<file path="config.mk">
export PLATFORM = sky130hd
export DESIGN_NAME = sr_cmd_sequencer
export DESIGN_NICKNAME = d
export VERILOG_FILES = /design/src/rtl/sr_cmd_sequencer.sv
export SDC_FILE = /design/constraint.sdc
export NUM_CORES = 1
export LEC_CHECK = 0
export CAP_MARGIN = 15
export CORE_ASPECT_RATIO = 1.5
export CORE_MARGIN = 2
export CORE_UTILIZATION = 53
export DETAILED_ROUTE_END_ITERATION = 16
export PLACE_DENSITY = 0.78
export SYNTH_ARGS = -nofsm -noshare
export SYNTH_HDL_FRONTEND = slang
export SYNTH_SLANG_ARGS = --single-unit
</file>
<file path="constraint.sdc">
create_clock -name clk -period 2.72 [get_ports clk]
set_clock_uncertainty 0.05 [all_clocks]
set_input_delay 0.816 -clock clk [delete_from_list [all_inputs] [get_ports clk]]
set_output_delay 0.816 -clock clk [all_outputs]
set_load 0.05 [all_outputs]
</file>
<file path="src/rtl/sr_cmd_sequencer.sv">
// sr_cmd_sequencer: buffers set/clear requests in a small FIFO and replays
// them to an SR flop as isolated one-cycle S or R pulses. Each pulse is
// confirmed against the flop's Q (or times out), followed by an idle gap.
// S and R come from one command bit and are never high together.
module sr_cmd_sequencer #(
    parameter int DEPTH   = 4,
    parameter int GAP     = 2,
    parameter int TIMEOUT = 8
) (
    input  logic                   clk,
    input  logic                   rst,
    input  logic                   set_req,
    input  logic                   clr_req,
    input  logic                   q_fb,
    output logic                   S,
    output logic                   R,
    output logic                   busy,
    output logic [$clog2(DEPTH):0] count,
    output logic                   full,
    output logic                   ovf,
    output logic                   conflict,
    output logic                   tmo
);
    localparam int AW   = $clog2(DEPTH);
    localparam int CMAX = (TIMEOUT > GAP) ? TIMEOUT : GAP;
    localparam int CW   = $clog2(CMAX + 1);
    localparam logic [AW:0] FULL_CNT = DEPTH[AW:0];

    typedef enum logic [1:0] {
        ST_IDLE,
        ST_DRIVE,
        ST_WAIT,
        ST_GAP
    } state_t;

    state_t          state_q, state_d;
    logic [DEPTH-1:0] mem_q, mem_d;
    logic [AW-1:0]   wr_ptr_q, wr_ptr_d;
    logic [AW-1:0]   rd_ptr_q, rd_ptr_d;
    logic [AW:0]     count_q, count_d;
    logic            cmd_q, cmd_d;
    logic [CW-1:0]   cnt_q, cnt_d;
    logic            s_q, s_d;
    logic            r_q, r_d;
    logic            ovf_q, ovf_d;
    logic            conflict_q, conflict_d;
    logic            tmo_q, tmo_d;

    logic            is_full;
    logic            req_one;
    logic            push;
    logic            pop;
    logic            head;

    // Next-state: FIFO push/pop bookkeeping, sticky flags and the pulse FSM
    always_comb begin
        state_d    = state_q;
        mem_d      = mem_q;
        wr_ptr_d   = wr_ptr_q;
        rd_ptr_d   = rd_ptr_q;
        cmd_d      = cmd_q;
        cnt_d      = cnt_q;
        ovf_d      = ovf_q;
        conflict_d = conflict_q;
        tmo_d      = tmo_q;
        s_d        = 1'b0;
        r_d        = 1'b0;

        is_full = (count_q == FULL_CNT);
        req_one = set_req ^ clr_req;
        head    = mem_q[rd_ptr_q];
        // A pop only happens from IDLE, so a full FIFO can still accept on
        // the edge that frees a slot.
        pop     = (state_q == ST_IDLE) && (count_q != '0);
        push    = req_one && (!is_full || pop);

        if (set_req && clr_req)
            conflict_d = 1'b1;
        if (req_one && is_full && !pop)
            ovf_d = 1'b1;

        if (push) begin
            mem_d[wr_ptr_q] = set_req;
            wr_ptr_d        = wr_ptr_q + 1'b1;
        end
        if (pop)
            rd_ptr_d = rd_ptr_q + 1'b1;
        count_d = count_q + {{AW{1'b0}}, push} - {{AW{1'b0}}, pop};

        case (state_q)
            ST_IDLE: begin
                if (pop) begin
                    // Pulse is registered on the same edge DRIVE is entered
                    cmd_d   = head;
                    s_d     = head;
                    r_d     = ~head;
                    state_d = ST_DRIVE;
                end
            end
            ST_DRIVE: begin
                cnt_d   = '0;
                state_d = ST_WAIT;
            end
            ST_WAIT: begin
                if (q_fb == cmd_q) begin
                    cnt_d   = '0;
                    state_d = (GAP == 0) ? ST_IDLE : ST_GAP;
                end else if (int'(cnt_q) >= TIMEOUT - 1) begin
                    tmo_d   = 1'b1;
                    cnt_d   = '0;
                    state_d = (GAP == 0) ? ST_IDLE : ST_GAP;
                end else begin
                    cnt_d = cnt_q + 1'b1;
                end
            end
            ST_GAP: begin
                if (int'(cnt_q) >= GAP - 1) begin
                    cnt_d   = '0;
                    state_d = ST_IDLE;
                end else begin
                    cnt_d = cnt_q + 1'b1;
                end
            end
            default: state_d = ST_IDLE;
        endcase
    end

    // State register; reset discards the FIFO, pending command and flags
    always_ff @(posedge clk) begin
        if (rst) begin
            state_q    <= ST_IDLE;
            mem_q      <= '0;
            wr_ptr_q   <= '0;
            rd_ptr_q   <= '0;
            count_q    <= '0;
            cmd_q      <= 1'b0;
            cnt_q      <= '0;
            s_q        <= 1'b0;
            r_q        <= 1'b0;
            ovf_q      <= 1'b0;
            conflict_q <= 1'b0;
            tmo_q      <= 1'b0;
        end else begin
            state_q    <= state_d;
            mem_q      <= mem_d;
            wr_ptr_q   <= wr_ptr_d;
            rd_ptr_q   <= rd_ptr_d;
            count_q    <= count_d;
            cmd_q      <= cmd_d;
            cnt_q      <= cnt_d;
            s_q        <= s_d;
            r_q        <= r_d;
            ovf_q      <= ovf_d;
            conflict_q <= conflict_d;
            tmo_q      <= tmo_d;
        end
    end

    assign S        = s_q;
    assign R        = r_q;
    assign count    = count_q;
    assign full     = (count_q == FULL_CNT);
    assign ovf      = ovf_q;
    assign conflict = conflict_q;
    assign tmo      = tmo_q;
    assign busy     = (count_q != '0) || (state_q != ST_IDLE);

endmodule

</file>
==> results.md <==
- Hold_buf cts: 0
- Die footprint: approximately 2700 µm²
- Clock insertion delay at the later pin of the skew report: slightly above 300 ps
- Post-Route Setup TNS: 0 ps
- Actual slew at the worst max-slew pin: between 700 and 800 ps
- Finish-stage setup viols: 0
- M1 wire length: approximately 880 µm
- Grt ovf: 0
- Final Hold Slack: approximately 430 ps
- Met2 routed WL: between 1000 and 1500 µm
- Drt wl/cell: 12.8 µm
- H-Tree Depth: 1
- Initial antenna violation count: 0
- CTS resizes: 0
- Met3 wire len: ~47 µm
- Layout Nets: about 170
- Cell variety after synth: 34
- Flop pwr share: between 30 and 40%
- CTS sink cnt: 23
- Number of antenna-violating nets in the routed design: 0
- Clock Power Share: between 10% and 20%
- Leak pwr: roughly 0.63 nW
- Diode count: 0
- Yosys warnings: 0
- Top Metal Used: met4
- Status: finished, final reports clean
- Post-CTS setup buffer count: 0
- RSZ-0062 raised after global routing: no
- GPL Wtd Cong: 0.865
- CTS clk-pin slew, worst paths: between 100 and 150 ps
- Starting DRT DRC Count: 10
- Pint: 0.706 mW
- Area Overhead vs Synth: 17.5%
- CP arrival: about 1700 ps
- Hold Path Class: reg2reg
- Flops & latches, synth: 23
- Worst path required time: between 1500 and 2000 ps
- Root Buffer Master: clkbuf_4
- Period Utilization, post-route: a little over nine tenths
- All-Layer GR Usage: 18.7%
- Synth Instances: approximately 130
- Largest net degree at the start of global routing: 16
- Seq/Total Area, Yosys: about two fifths
- Switching share of power: 42.4%
- Setup crit start kind: flop
- CTS tree: done
- Via Count: between 900 and 1000
- Switching pwr: 0.520 mW
- Routed WL: between 2000 and 2500 µm
- First-pass DRT Iterations: 4
- Vias in the first global route: between 900 and 1000
- Max rail drop VDD: around 700 µV
- Max clock buf depth: 2
- Vias per cell: about 5.6
- Setup CP Type: reg2out
- Fraction of layout cells with a size suffix above 1: between 10% and 20%
- Post-synthesis cell area: 1190 µm²
- Die Y: 62.2 µm
- FP Rows: 21
- Final-report hold violation count: 0
- Global-route wire length before repair: about 3900 µm
- Synthesized netlist net count: 146
- Syn avg cell area: around 9.4 µm²
- DRC violations left: 0
- Slew HR: about half
- Final min period: about 2600 ps
- Placeable Area: 2180 µm²
- # port buffers: 14
- Starting density of the core: 54.8%
- Fmax: ~0.39 GHz
- I/O pin count: 15
- CTS Buf Count: 3
- Crit path max fanout: 5
- Chip Width: approximately 43 µm
- Pwr dens: ~870 nW/µm²
- Critical Path Sink Type: output pin
- Number of max-cap violations: 0
- Logic gate share of total power: 50.5%
- Max Slew Vio Count: 0
- HPWL after DPL: around 1700 µm
path summary, 6_finish.rpt:
| kind | from | to | slack, ps | depth (start not counted) |
|---|---|---|---|---|
| max | count[2]$_SDFF_PP0_ | full | 130 | 2 |
| min | conflict$_SDFFE_PP0P_ | conflict$_SDFFE_PP0P_ | 430 | 2 |
| max reg2reg | state_q[0]$_SDFFE_PP0P_ | count[2]$_SDFF_PP0_ | 370 | 9 |
| min reg2reg | conflict$_SDFFE_PP0P_ | conflict$_SDFFE_PP0P_ | 430 | 2 |
kinds of logic (layout without fill, tap and decap cells):
kind of cell,after synthesis,after routing,share of synthesized area [%]
mux,6,6,6.07
flops,23,23,38.5
xor+xnor,7,7,5.13
simple gates,47,47,21.6
fa+ha+maj,14,14,15.3
buf+inv,18,36,6.39
compound gates,12,12,7.02
routing by layer:
metal | global-route usage [%] | up-vias
met5 | 0 | -
met4 | 11.3 | 0
met3 | 1.74 | 8
met2 | 32.4 | 20
met1 | 21.0 | 448
li1 | - | 468
cells in the mapped netlist:
master / n / area share [%]
a21oi_1: 5 / 2.1
a31oi_1: 1 / 0.52
a32o_1: 2 / 1.7
and2_1: 1 / 0.52
and3_1: 1 / 0.52
buf_2: 1 / 0.42
buf_6: 1 / 0.94
clkbuf_1: 3 / 0.94
dfxtp_1: 23 / 39
fa_1: 1 / 1.7
ha_1: 13 / 14
inv_1: 13 / 4.1
mux2i_1: 5 / 4.2
mux4_2: 1 / 1.9
nand2_1: 4 / 1.3
nand2_2: 1 / 0.52
nand2b_1: 1 / 0.52
nand3_1: 3 / 1.3
nand3_2: 4 / 3.4
nand3b_1: 1 / 0.63
nor2_1: 15 / 4.7
nor2b_1: 2 / 1.0
nor3_1: 7 / 2.9
nor3b_1: 2 / 1.3
nor4_1: 1 / 0.52
o211a_1: 1 / 0.84
o21ai_0: 1 / 0.42
o311ai_0: 1 / 0.73
o41ai_1: 1 / 0.73
or2_2: 2 / 1.0
or4_1: 1 / 0.63
or4b_1: 1 / 0.84
xnor2_1: 4 / 2.9
xor2_1: 3 / 2.2
stage by stage:
stage               std cells  worst slack, ps  utilization (%)  cell area (µm²)  power, mW
floorplan                 127              244                -             1200      0.922
global placement          164            -79.3             63.1             1380       1.06
global route              168             39.2             64.4             1400       1.32
CTS                       168              113             64.4             1400       1.24
detailed placement        164             -150             63.1             1380       1.08
finish                    168              133             64.4             1400       1.23
area by class of cell:
type / instances / area, µm²
timing repair buffer: 19 / 175
fill: 183 / 777
inverter: 13 / 48.8
clock inverter: 1 / 5.00
clock buffer: 3 / 22.5
sequential: 23 / 460
multi-input combinational: 86 / 663
tap: 23 / 28.8
power by group through the flow:
stage | Sequential (mW) | Clock (mW) | Combinational (mW)
after floorplan | 0.537 | 0 | 0.384
after global placement | 0.456 | 0 | 0.602
after detailed placement | 0.460 | 0 | 0.623
after CTS | 0.451 | 0.162 | 0.627
after global routing | 0.460 | 0.178 | 0.682
final | 0.450 | 0.157 | 0.618
state kept, by name, indices dropped and copies added, names as in the netlist, 2 cells and up:
signal / flops
cnt_q: 4
state_q: 2
rd_ptr_q: 2
wr_ptr_q: 2
count: 3
mem_q: 4
worst max-delay path, cell delays in order, from the launching register on:
cell and delay (ps):
dfxtp_1 410, nor3b_2 180, clkdlybuf4s50_1 810
layout by cell type (no fill, tap or decap), types with 2 or more instances in the layout:
master / count
nand3_1: 3
nand2_1: 4
a21oi_1: 5
nor2b_1: 2
a32o_1: 2
nand3_2: 4
xor2_1: 3
inv_1: 13
dfxtp_1: 23
or2_2: 2
xnor2_1: 4
clkdlybuf4s50_1: 13
mux2i_1: 5
buf_4: 6
clkbuf_4: 3
nor3_1: 7
ha_1: 13
nor2_1: 15
Power figures use the tool's default switching activity.
